File: src/rtl/cntr_gate_ctrl.sv
`default_nettype none
// ============================================================================
// Module      : cntr_gate_ctrl
// Description : Gate-window sequencer for the ADPLL edge counter. Clears the
//               counter, enables it for L cycles, settles one cycle, latches
//               the count. Optional wrap detection under CNTR_GATE_OVF_EN.
// Revision    : 1.0 - initial release
// ============================================================================
module cntr_gate_ctrl #(
    parameter int CW = 4,
    parameter int GW = 8
) (
    input  logic          i_clk,
    input  logic          i_rst,
    input  logic          i_start,
    input  logic          i_cont,
    input  logic [GW-1:0] i_gate_len,
    input  logic [CW-1:0] i_cnt,
    output logic          o_cnt_clr,
    output logic          o_cnt_en,
    output logic          o_busy,
    output logic [CW-1:0] o_result,
    output logic          o_done,
    output logic          o_ovf
);

    localparam logic [GW-1:0] GATE_ONE = {{(GW-1){1'b0}}, 1'b1};

    typedef enum logic [2:0] {
        S_IDLE   = 3'd0,
        S_CLR    = 3'd1,
        S_GATE   = 3'd2,
        S_SETTLE = 3'd3,
        S_LATCH  = 3'd4
    } state_t;

    state_t        state;
    logic [GW-1:0] gate_len_q;
    logic [GW-1:0] gate_left;
    logic [GW-1:0] gate_len_eff;

    // A zero-length window would never enable the counter; run one cycle instead.
    assign gate_len_eff = (i_gate_len == '0) ? GATE_ONE : i_gate_len;

    always_ff @(posedge i_clk) begin
        if (i_rst) begin
            state      <= S_IDLE;
            o_cnt_clr  <= 1'b0;
            o_cnt_en   <= 1'b0;
            o_busy     <= 1'b0;
            o_result   <= '0;
            o_done     <= 1'b0;
            gate_len_q <= '0;
            gate_left  <= '0;
        end else begin
            o_cnt_clr <= 1'b0;
            o_done    <= 1'b0;
            case (state)
                S_IDLE: begin
                    if (i_start) begin
                        state      <= S_CLR;
                        o_cnt_clr  <= 1'b1;
                        o_busy     <= 1'b1;
                        gate_len_q <= gate_len_eff;
                    end
                end
                S_CLR: begin
                    state     <= S_GATE;
                    o_cnt_en  <= 1'b1;
                    gate_left <= gate_len_q;
                end
                S_GATE: begin
                    if (gate_left == GATE_ONE) begin
                        state    <= S_SETTLE;
                        o_cnt_en <= 1'b0;
                    end else begin
                        gate_left <= gate_left - GATE_ONE;
                    end
                end
                S_SETTLE: begin
                    // Counter output has caught up with the last enabled edge here.
                    state    <= S_LATCH;
                    o_result <= i_cnt;
                    o_done   <= 1'b1;
                end
                S_LATCH: begin
                    if (i_cont) begin
                        state      <= S_CLR;
                        o_cnt_clr  <= 1'b1;
                        gate_len_q <= gate_len_eff;
                    end else begin
                        state  <= S_IDLE;
                        o_busy <= 1'b0;
                    end
                end
                default: begin
                    state    <= S_IDLE;
                    o_cnt_en <= 1'b0;
                    o_busy   <= 1'b0;
                end
            endcase
        end
    end

`ifdef CNTR_GATE_OVF_EN
    logic [CW-1:0] prev_cnt;
    logic          wrap_flag;
    logic          wrap_now;

    assign wrap_now = (i_cnt < prev_cnt);

    always_ff @(posedge i_clk) begin
        if (i_rst) begin
            prev_cnt  <= '0;
            wrap_flag <= 1'b0;
            o_ovf     <= 1'b0;
        end else begin
            case (state)
                S_CLR: begin
                    prev_cnt  <= '0;
                    wrap_flag <= 1'b0;
                end
                S_GATE, S_SETTLE: begin
                    prev_cnt <= i_cnt;
                    if (wrap_now) begin
                        wrap_flag <= 1'b1;
                    end
                end
                default: begin
                end
            endcase
            // A wrap seen on the settle cycle itself must still reach o_ovf.
            if (state == S_SETTLE) begin
                o_ovf <= wrap_flag | wrap_now;
            end
        end
    end
`else
    assign o_ovf = 1'b0;
`endif

endmodule
`default_nettype wire

File: config.mk
export PLATFORM = sky130hd
export DESIGN_NAME = cntr_gate_ctrl
export DESIGN_NICKNAME = d
export VERILOG_FILES = /design/src/rtl/cntr_gate_ctrl.sv
export SDC_FILE = /design/constraint.sdc
export NUM_CORES = 1
export LEC_CHECK = 0
export CORE_ASPECT_RATIO = 1.4
export CORE_MARGIN = 4
export CORE_UTILIZATION = 51
export DETAILED_ROUTE_END_ITERATION = 16
export GPL_ROUTABILITY_DRIVEN = 0
export HOLD_SLACK_MARGIN = 0.08
export PLACE_DENSITY = 0.8
export SKIP_CTS_REPAIR_TIMING = 1
export SYNTH_ARGS = -nofsm -noshare
export SYNTH_HDL_FRONTEND = slang
export SYNTH_SLANG_ARGS = --single-unit
export TNS_END_PERCENT = 20
File: constraint.sdc
create_clock -name i_clk -period 2.16 [get_ports i_clk]
set_input_delay 0.432 -clock i_clk [delete_from_list [all_inputs] [get_ports i_clk]]
set_output_delay 0.432 -clock i_clk [all_outputs]
set_load 0.01 [all_outputs]
### Word-level counts from Yosys, hierarchy flattened

Cells that the tools add are included.

* register bits after elaboration: 27
* input port bits: 16
* word-level logic and storage cells: 51

* eq/ne operators: 10
* mux-type cells: 19
* bitwise logic cells: 2
* add/subtract/negate cells: 1
* reductions and logical operators: 11

Operators with widths (count)
* 8-bit 2-to-1 mux: 4
* 8-bit case mux with 2 select lines: 2
* 3-bit case mux with 5 select lines: 1
* 2-bit != test, second input constant: 5
* 8-bit by 1-bit == test with 1-bit output, second input constant: 1
* 8-bit logical NOT: 1
* 8-bit by 1-bit subtractor with 8-bit output, second input constant: 1
* 1-bit 2-to-1 mux: 7
* 3-bit by 2-bit == test with 1-bit output, second input constant: 2
* 3-bit 2-to-1 mux: 2
* 1-bit case mux with 3 select lines: 2
* 2-bit AND reduction: 3
* 3-bit AND reduction: 2
* 3-bit OR reduction: 2
* 2-bit nonzero test: 2
* 3-bit by 1-bit == test with 1-bit output, second input constant: 1
* 3-bit == test, second input constant: 1
* 3-bit logical NOT: 1
* 1-bit NOT: 2
* 1-bit case mux with 2 select lines: 1

### Logic depth before layout (Yosys ltp)

Gate-level depths: netlist (run 1).

* depth after elaboration: 4
* depth in mapped cells: 7
* gate-level depth less buffers: 6

### Worst setup path after synthesis (run 1)

OpenSTA, ideal clock, no wires.

* kind: register to register
* start: register gate_left[1]
* end: register gate_left[6]
* library setup time: 0.131 ns
* buffers on the path: 1
* arrival: 1.461 ns
* stages on the path, launching flop included: 8
* data required time: 2.029 ns
* setup slack: 0.568 ns
* period minus slack after synthesis: 1.592 ns
* path through: dfxtp_1 -> inv_1 -> ha_1 -> nor4b_2 -> a211o_4 -> buf_6 -> o21ai_0 -> o31ai_1

* word-level cells in the longest chain between the ends: 3
* elaborated cells between the ends (all ways): 6

RTL lines
* start: declaration: RTL line 39 `logic [GW-1:0] gate_left;`
* start signal: assignment: RTL line 70 `gate_left <= gate_len_q;`
* start signal: assignment: RTL line 77 `gate_left <= gate_left - GATE_ONE;`
* 8-bit by 1-bit subtractor with 8-bit output or 8-bit by 1-bit == test with 1-bit output (tied branches): RTL line 77, 73
* 8-bit 2-to-1 mux or 2-bit != test (tied branches)
* 8-bit case mux with 2 select lines or 2-bit AND reduction (tied branches)

Several ways; a longest one is shown, not always the timed one. The select of a mux whose other input is x is not followed.
A chain may end at the register's enable or synchronous reset.

### Final worst setup path (run 1)

* start: register gate_left[1]
* end: register gate_left[1]

The elaborated chain is that of the path after synthesis.

==> results of run 1 <==
## tightest hold or removal path: stages, from the launching register on
cell and delay [ps]:
dfxtp_1 350, nand2_1 60, a21oi_1 60
## power breakdown
group / internal [uW] / switching, uW
registers: 556 / 68.7
logic: 201 / 213
clock network: 69.4 / 149
## final cells by class
class	count	area [um2]	area share
timing repair buffer	24	238	0.152
sequential	27	541	0.345
multi-input combinational	107	707	0.451
clock inverter	1	5.00	0.00319
clock buffer	3	22.5	0.0144
tap	34	42.5	0.0272
inverter	3	11.3	0.00719
## per-stage QoR
step	instances	utilization
3_5_place_dp	195	0.630
4_1_cts	199	0.641
5_1_grt	199	0.641
6_report	199	0.641
2_1_floorplan	146	-
3_3_place_gp	195	0.630
## cells in the mapped netlist (2+ instances only)
library cell / n / share of area
a211oi_1: 3 / 0.017
a21o_1: 5 / 0.028
a21oi_1: 14 / 0.053
buf_4: 4 / 0.023
buf_6: 2 / 0.017
clkbuf_1: 2 / 0.0057
dfxtp_1: 27 / 0.41
ha_1: 2 / 0.019
inv_1: 3 / 0.0085
mux2i_1: 12 / 0.091
nand2_1: 7 / 0.020
nand3_1: 4 / 0.015
nand3b_1: 3 / 0.017
nor2_1: 22 / 0.062
nor2b_1: 3 / 0.014
nor3_1: 5 / 0.019
nor4_1: 2 / 0.0095
o21ai_0: 2 / 0.0076
o21ai_1: 5 / 0.019
o21bai_1: 2 / 0.011
## routing by layer
| layer | vias to the layer above | track usage | wire length [um] |
|---|---|---|---|
| li1 | 554 | - | - |
| met1 | 505 | 0.192 | 1150 |
| met2 | 22 | 0.340 | 1470 |
| met3 | 2 | 0.0240 | 89 |
| met4 | 0 | 0.0808 | 21 |
| met5 | - | 0 | 0 |
## how the worst min path moves through the flow
| stage | cells past startpoint | to | startpoint | slack, ps |
|---|---|---|---|---|
| 3_5_place_dp | 2 | o_cnt_en$_SDFFE_PP0P_ | o_cnt_en$_SDFFE_PP0P_ | 470 |
| 5_1_grt | 2 | o_cnt_en$_SDFFE_PP0P_ | o_cnt_en$_SDFFE_PP0P_ | 530 |
| 3_3_place_gp | 2 | o_cnt_en$_SDFFE_PP0P_ | o_cnt_en$_SDFFE_PP0P_ | 460 |
| 4_1_cts | 2 | o_cnt_en$_SDFFE_PP0P_ | o_cnt_en$_SDFFE_PP0P_ | 490 |
| 2_1_floorplan | 2 | gate_len_q[6]$_SDFFE_PP0P_ | gate_len_q[6]$_SDFFE_PP0P_ | 450 |
| 6_report | 2 | o_cnt_en$_SDFFE_PP0P_ | o_cnt_en$_SDFFE_PP0P_ | 490 |
## sequential cells by signal, summed over array words and instances, names as in the netlist
signal      count
gate_left       8
gate_len_q      8
o_busy          1
o_cnt_clr       1
o_cnt_en        1
o_done          1
o_result        4
state           3
## logic make-up (layout without fill, tap and decap cells)
logic type,count (synthesis),count (layout)
AO/OA/AOI/OAI,38,38
XOR/XNOR,1,1
adder cells (fa/ha/maj),2,2
buffers and inverters,12,31
flip-flops,27,27
multiplexers,12,12
other,1,1
AND/OR/NAND/NOR,53,53
==> qor.txt, run 1 <==
Mux cell area share after synthesis: 0.0908
R2R Path Start: gate_left[1]$_SDFFE_PP0P_
Min Hold Slack: 494 ps
Cells after Synth: 146
Cell depth of the worst setup path: 6
Syn Std Cell Area: 0.00132 mm2
Setup ws final: 382 ps
Most frequent cells in the layout: 27 x dfxtp_1, 23 x clkdlybuf4s50_1, 22 x nor2_1
Final hold violation count: 0
Yosys cell types: 37
PortBufs: 23
Critical path data arrival time: 2050 ps
Yosys warnings: 0
Simple-Gate Fraction of Synth Area: 0.231
Drt pass-1 iters: 4
Syn Area/Cell: 9.06 um2
Sequential area share after synthesis: 0.409
H-tree lvl count: 1
R2r setup slk: 380 ps
Max clock buf depth: 2
Worst clock skew: 10.2 ps
Die area: 0.00348 mm2
Crit start category: register
Crit path from: gate_left[1]$_SDFFE_PP0P_
Die W: 51.0 um
Family with the most delay on the worst path: compound AO/OA/AOI/OAI gates
Worst Hold Class: reg -> reg
Worst Setup EP: gate_left[1]$_SDFFE_PP0P_
Post-synthesis compound-gate area fraction: 0.184
Worst Path Buf+Inv: 1
Post-DP HPWL: 2110 um
Core footprint: 0.00244 mm2
Largest family of logic cells by synthesized area: simple AND/OR/NAND/NOR gates
Slew headroom: 0.637
Share of post-route cells with drive strength above 1: 0.0667
Status: completed
Post-route ant nets: 0
Antenna diodes: 0
Clock sinks: 27
Worst EP required: 2430 ps
Synth Area in Adders: 0.0189
Max Fanout on Critical Path: 16
Layout area overhead: 18.4%
P_leak: 0.000577 uW
CP endpoint kind: register
Overflow after GRT: 0
Clock slew at reported path FFs: 150 ps
Yosys reg bits: 27
Pwr/cell area: 803 mW/mm2
Fill count: 210
FF-to-FF End: gate_left[1]$_SDFFE_PP0P_
Design Power: 1260 uW
# rows: 21
First-pass GRT wire length: 4710 um
Most common cell after layout, fill and taps aside: dfxtp_1
Fin area: 0.00157 mm2
CP max-delay cell: a211o_4
Worst-path cell chain: inv_1 > ha_1 > nor4b_2 > a211o_4 > a211o_1 > a21oi_1
Max cap viols: 0
WL/cell: 13.7 um
Fmax: 563 MHz
Slew @ Worst Pin: 543 ps
TritonCTS Buffers: 3
Slew Viols, Final: 0
Largest net degree at the start of global routing: 17
Drt initial violations: 28
Routed wire length: 2730 um
Root Driver: clkbuf_4
Drt drc: 0
Placed instance area: 0.00154 mm2
Worst skew pair latency: 320 ps
R2R cell count: 6
# nets final: 184
Crit Path Class: reg -> reg
Initial Utilization: 0.541
Vias: 1083
Synth Area in XOR/XNOR: 0.00662
IO Pins: 25
Number of enable flip-flop cells after synthesis: 0
Tcrit/Tclk final: 0.823
Total Negative Setup Slacks: 0 ps
Initial antenna violation count: 0
GR Util All Layers: 0.178
Die height: 68.3 um
Setup-failing EPs final: 0
Post-synthesis async set-or-reset flop share: 0
Tmin final: 1780 ps
Top FF cell, synth: dfxtp_1
RSZ-0062 raised after global routing: no
Synthesized net count: 164
Max incr delay on CP: 430 ps
CTS tree: yes
Max VDD drop: 548 uV
Vias in the first global route: 1086
Vias/cell: 5.44
Dpl ws: 184 ps
Power figures use the tool's default switching activity.
==> inputs of run 2 (changes only) <==
==> constraint.sdc (replaced) <==
create_clock -name i_clk -period 1.9 [get_ports i_clk]
set_input_delay 0.38 -clock i_clk [delete_from_list [all_inputs] [get_ports i_clk]]
set_output_delay 0.38 -clock i_clk [all_outputs]
set_load 0.01 [all_outputs]
==> qor.txt, run 2 (same netlist as run 1, synthesis figures left out) <==
Total Negative Setup Slacks: 0 ps
Cell depth of the worst setup path: 6
Setup ws final: 117 ps
RSZ-0062 raised after global routing: no
Fmax: 561 MHz
Initial Utilization: 0.541
Antenna diodes: 0
Worst Hold Launch: o_cnt_en$_SDFFE_PP0P_
Family with the most delay on the worst path: compound AO/OA/AOI/OAI gates
Placed insts: 198
Final core utilization: 0.650
Drt pass-1 iters: 4
Max clock buf depth: 2
Root Driver: clkbuf_4
Non-filler cells, final: 202
Crit Path Class: reg -> reg
CP endpoint kind: register
Vias/cell: 5.63
Share of post-route cells with drive strength above 1: 0.0774
Logic pwr share: 0.342
Most common cell after layout, fill and taps aside: dfxtp_1
Sw frac: 0.340
Drt drc: 0
Top flop regs: gate_left: 8 flops, gate_len_q: 8 flops, o_result: 4 flops
Dpl ws: 151 ps
Vias: 1137
Worst Path Buf+Inv: 1
R2R Path Start: gate_left[1]$_SDFFE_PP0P_
Post-route ant nets: 0
P_leak: 0.000589 uW
First-pass GRT wire length: 4740 um
Tmin final: 1780 ps
Clk pwr share: 0.171
Final hold violation count: 0
Critical path data arrival time: 2050 ps
R2r setup slk: 120 ps
IO Pins: 25
Hold Path Stages: 2
TritonCTS Buffers: 3
Tcrit/Tclk final: 0.938
P_sw: 491 uW
Crit path from: gate_left[1]$_SDFFE_PP0P_
Worst Hold Class: reg -> reg
Post-DP HPWL: 2100 um
R2R cell count: 6
Worst clock skew: 1.04 ps
Worst EP required: 2170 ps
Max Fanout on Critical Path: 16
Status: completed
P_int: 953 uW
Core footprint: 0.00244 mm2
Setup-failing EPs final: 0
Overflow after GRT: 0
Max cap viols: 0
Routed wire length: 2740 um
Max VDD drop: 695 uV
Sequential Power Share: 0.487
Pwr/cell area: 910 mW/mm2
Initial antenna violation count: 0
Die W: 51.0 um
Clock slew at reported path FFs: 140 ps
Largest net degree at the start of global routing: 17
Clock sinks: 27
WL/cell: 13.6 um
GR Util All Layers: 0.180
Worst-path cell chain: inv_1 > ha_1 > nor4b_2 > a211o_4 > a211o_1 > a21oi_1
PortBufs: 23
CP max-delay cell: dfxtp_1
Die height: 68.3 um
Max incr delay on CP: 420 ps
H-tree lvl count: 1
Worst Hold Path EP: o_cnt_en$_SDFFE_PP0P_
Drt initial violations: 36
Layout area overhead: 20.1%
Worst skew pair latency: 330 ps
Die area: 0.00348 mm2
FF-to-FF End: gate_left[1]$_SDFFE_PP0P_
Slew Viols, Final: 0
CTS tree: yes
# rows: 21
Vias in the first global route: 1101
Crit start category: register
# nets final: 187
Most frequent cells in the layout: 27 x dfxtp_1, 23 x clkdlybuf4s50_1, 22 x nor2_1
[run 2: cell types whose count changed in the layout (fill, tap and decap cells not counted)]
| cell | change |
|---|---|
| buf_4 | +3 |
| clkbuf_1 | +1 |
| clkinv_2 | -1 |
[run 2: layer usage]
| metal | share of wire | up-vias | GRT usage |
|---|---|---|---|
| li1 | - | 562 | - |
| met1 | 0.41 | 532 | 0.203 |
| met2 | 0.51 | 38 | 0.318 |
| met3 | 0.054 | 5 | 0.0283 |
| met4 | 0.024 | 0 | 0.108 |
| met5 | 0 | - | 0 |
[run 2: worst max-delay path by stage]
stage | slack, ps | to
2_1_floorplan | 310 | gate_left[6]$_SDFFE_PP0P_
3_3_place_gp | 180 | gate_len_q[2]$_SDFFE_PP0P_
3_5_place_dp | 150 | gate_left[1]$_SDFFE_PP0P_
4_1_cts | 120 | gate_left[1]$_SDFFE_PP0P_
5_1_grt | 1 | gate_left[0]$_SDFFE_PP0P_
6_report | 120 | gate_left[1]$_SDFFE_PP0P_
[run 2: power groups by stage]
stage | Clock [uW] | Combinational, uW | Sequential (uW)
floorplan | 0 | 392 | 693
global placement | 0 | 470 | 712
detailed placement | 0 | 492 | 715
CTS | 258 | 494 | 703
global route | 278 | 547 | 715
finish | 247 | 494 | 703
[run 2: area by class of cell]
type	instances	area [um2]
Tap cell	34	42.5
Timing Repair Buffer	27	260
Fill cell	215	856
Sequential cell	27	541
Multi-Input combinational cell	107	707
Clock buffer	4	26.3
Inverter	3	11.3
[run 2: worst reg2reg max path, delay by kind of cell, from the launching register on]
kind                     cells  cell delay (ps)
AO/OA/AOI/OAI                3              850
buffers and inverters        1               80
AND/OR/NAND/NOR              1              170
flip-flops                   1              420
adder cells (fa/ha/maj)      1              200
[run 2: per-stage QoR]
stage	cell area [um2]	power (uW)	hold WS [ps]
finish	1590	1440	495
detailed placement	1560	1210	474
CTS	1590	1460	498
global route	1590	1540	523
floorplan	1320	1080	452
global placement	1560	1180	469
==> inputs of run 3 (changes only) <==
==> constraint.sdc (replaced) <==
create_clock -name i_clk -period 1.9 [get_ports i_clk]
set_input_delay 0.285 -clock i_clk [delete_from_list [all_inputs] [get_ports i_clk]]
set_output_delay 0.285 -clock i_clk [all_outputs]
set_load 0.01 [all_outputs]
==> qor.txt, run 3 (same netlist as run 1, synthesis figures left out) <==
# nets final: 187
Pwr/cell area: 910 mW/mm2
CP max-delay cell: a211o_4
Slew headroom: 0.668
Max Fanout on Critical Path: 16
H-tree lvl count: 1
Die W: 51.0 um
# rows: 21
Post-DP HPWL: 2030 um
CTS tree: yes
Post-route ant nets: 0
Clock slew at reported path FFs: 130 ps
Clk pwr share: 0.175
RSZ-0062 raised after global routing: no
Met1 Usage GRT: 0.201
Worst-path cell chain: inv_1 > ha_1 > nor4b_2 > a211o_4 > a211o_1 > a21oi_1
TritonCTS Buffers: 3
Worst skew pair latency: 330 ps
Die area: 0.00348 mm2
Grt met3 use: 0.0327
Overflow after GRT: 0
Vias: 1098
Fill count: 195
Status: completed
Crit start category: register
Max VDD drop: 705 uV
Root Driver: clkbuf_4
Family with the most delay on the worst path: compound AO/OA/AOI/OAI gates
Placed instance area: 0.00156 mm2
Antenna diodes: 0
Routed wire length: 2690 um
Logic pwr share: 0.339
Drt initial violations: 25
Sw frac: 0.340
Crit Path Class: reg -> reg
Worst Path Buf+Inv: 1
Initial Utilization: 0.541
WL/cell: 13.3 um
Most frequent cells in the layout: 26 x dfxtp_1, 23 x clkdlybuf4s50_1, 22 x nor2_1
Layout area overhead: 20.2%
Max cap viols: 0
Die height: 68.3 um
Tmin final: 1740 ps
Core footprint: 0.00244 mm2
Worst Hold Class: reg -> reg
Vias/cell: 5.44
Total Negative Setup Slacks: 0 ps
Worst EP required: 2150 ps
Sequential Power Share: 0.487
Share of post-route cells with drive strength above 1: 0.0833
Largest net degree at the start of global routing: 17
Critical path data arrival time: 1980 ps
Worst clock skew: 16.6 ps
Slew @ Worst Pin: 496 ps
Final hold violation count: 0
Slew Viols, Final: 0
Max clock buf depth: 2
Grt peak-use layer: met2
GR Util All Layers: 0.172
Register area: 542 um2
Area occupied by multi-input gates: 707 um2
Setup-failing EPs final: 0
GR Util met2: 0.305
Top flop regs: gate_left: 8 flops, gate_len_q: 8 flops, o_result: 4 flops
Drt drc: 0
First-pass GRT wire length: 4660 um
Vias in the first global route: 1125
P_leak: 0.000589 uW
Clock sinks: 27
Fmax: 575 MHz
Fin area: 0.00159 mm2
CP endpoint kind: register
Tcrit/Tclk final: 0.915
PortBufs: 23
Max incr delay on CP: 410 ps
Drt pass-1 iters: 4
Most common cell after layout, fill and taps aside: dfxtp_1
IO Pins: 25
P_sw: 492 uW
Initial antenna violation count: 0
P_int: 954 uW
## run 3: power by group through the flow
stage	Sequential, uW	Combinational [uW]	Clock, uW
after detailed placement	716	488	0
after CTS	703	490	257
final	703	490	252
after global placement	711	470	0
after global routing	714	544	281
after floorplan	693	392	0
## run 3: routing by layer
layer | up-vias | wire [um]
met4 | 0 | 28
met2 | 34 | 1370
met1 | 503 | 1170
met3 | 4 | 120
met5 | - | 0
li1 | 557 | -
## run 3: final timing paths
kind         depth (start not counted)                        end                 startpoint  slack (ps)
max                                  6  gate_left[1]$_SDFFE_PP0P_  gate_left[1]$_SDFFE_PP0P_         160
min                                  2  gate_left[1]$_SDFFE_PP0P_  gate_left[1]$_SDFFE_PP0P_         500
max reg2reg                          6  gate_left[1]$_SDFFE_PP0P_  gate_left[1]$_SDFFE_PP0P_         160
min reg2reg                          2  gate_left[1]$_SDFFE_PP0P_  gate_left[1]$_SDFFE_PP0P_         500
## run 3: final cells by class
cell class / count / share of cell area
Timing Repair Buffer: 27 / 0.164
Multi-Input combinational cell: 107 / 0.445
Clock buffer: 4 / 0.0165
Sequential cell: 27 / 0.341
Tap cell: 34 / 0.0268
Inverter: 3 / 0.00709
## run 3: per-stage QoR
| step | util | power, uW | instances | setup slack (ps) | hold WS (ps) |
|---|---|---|---|---|---|
| 2_1_floorplan | - | 1080 | 146 | 308 | 429 |
| 3_3_place_gp | 0.639 | 1180 | 198 | 241 | 469 |
| 3_5_place_dp | 0.639 | 1200 | 198 | 132 | 475 |
| 4_1_cts | 0.650 | 1450 | 202 | 99.8 | 497 |
| 5_1_grt | 0.650 | 1540 | 202 | 54.3 | 511 |
| 6_report | 0.650 | 1450 | 202 | 162 | 497 |
## run 3: worst register-to-register path: stages (launching register included)
cell	delay, ps
dfxtp_2	390
inv_1	70
ha_1	200
nor4b_2	180
a211o_4	410
a211o_1	290
a21oi_1	140
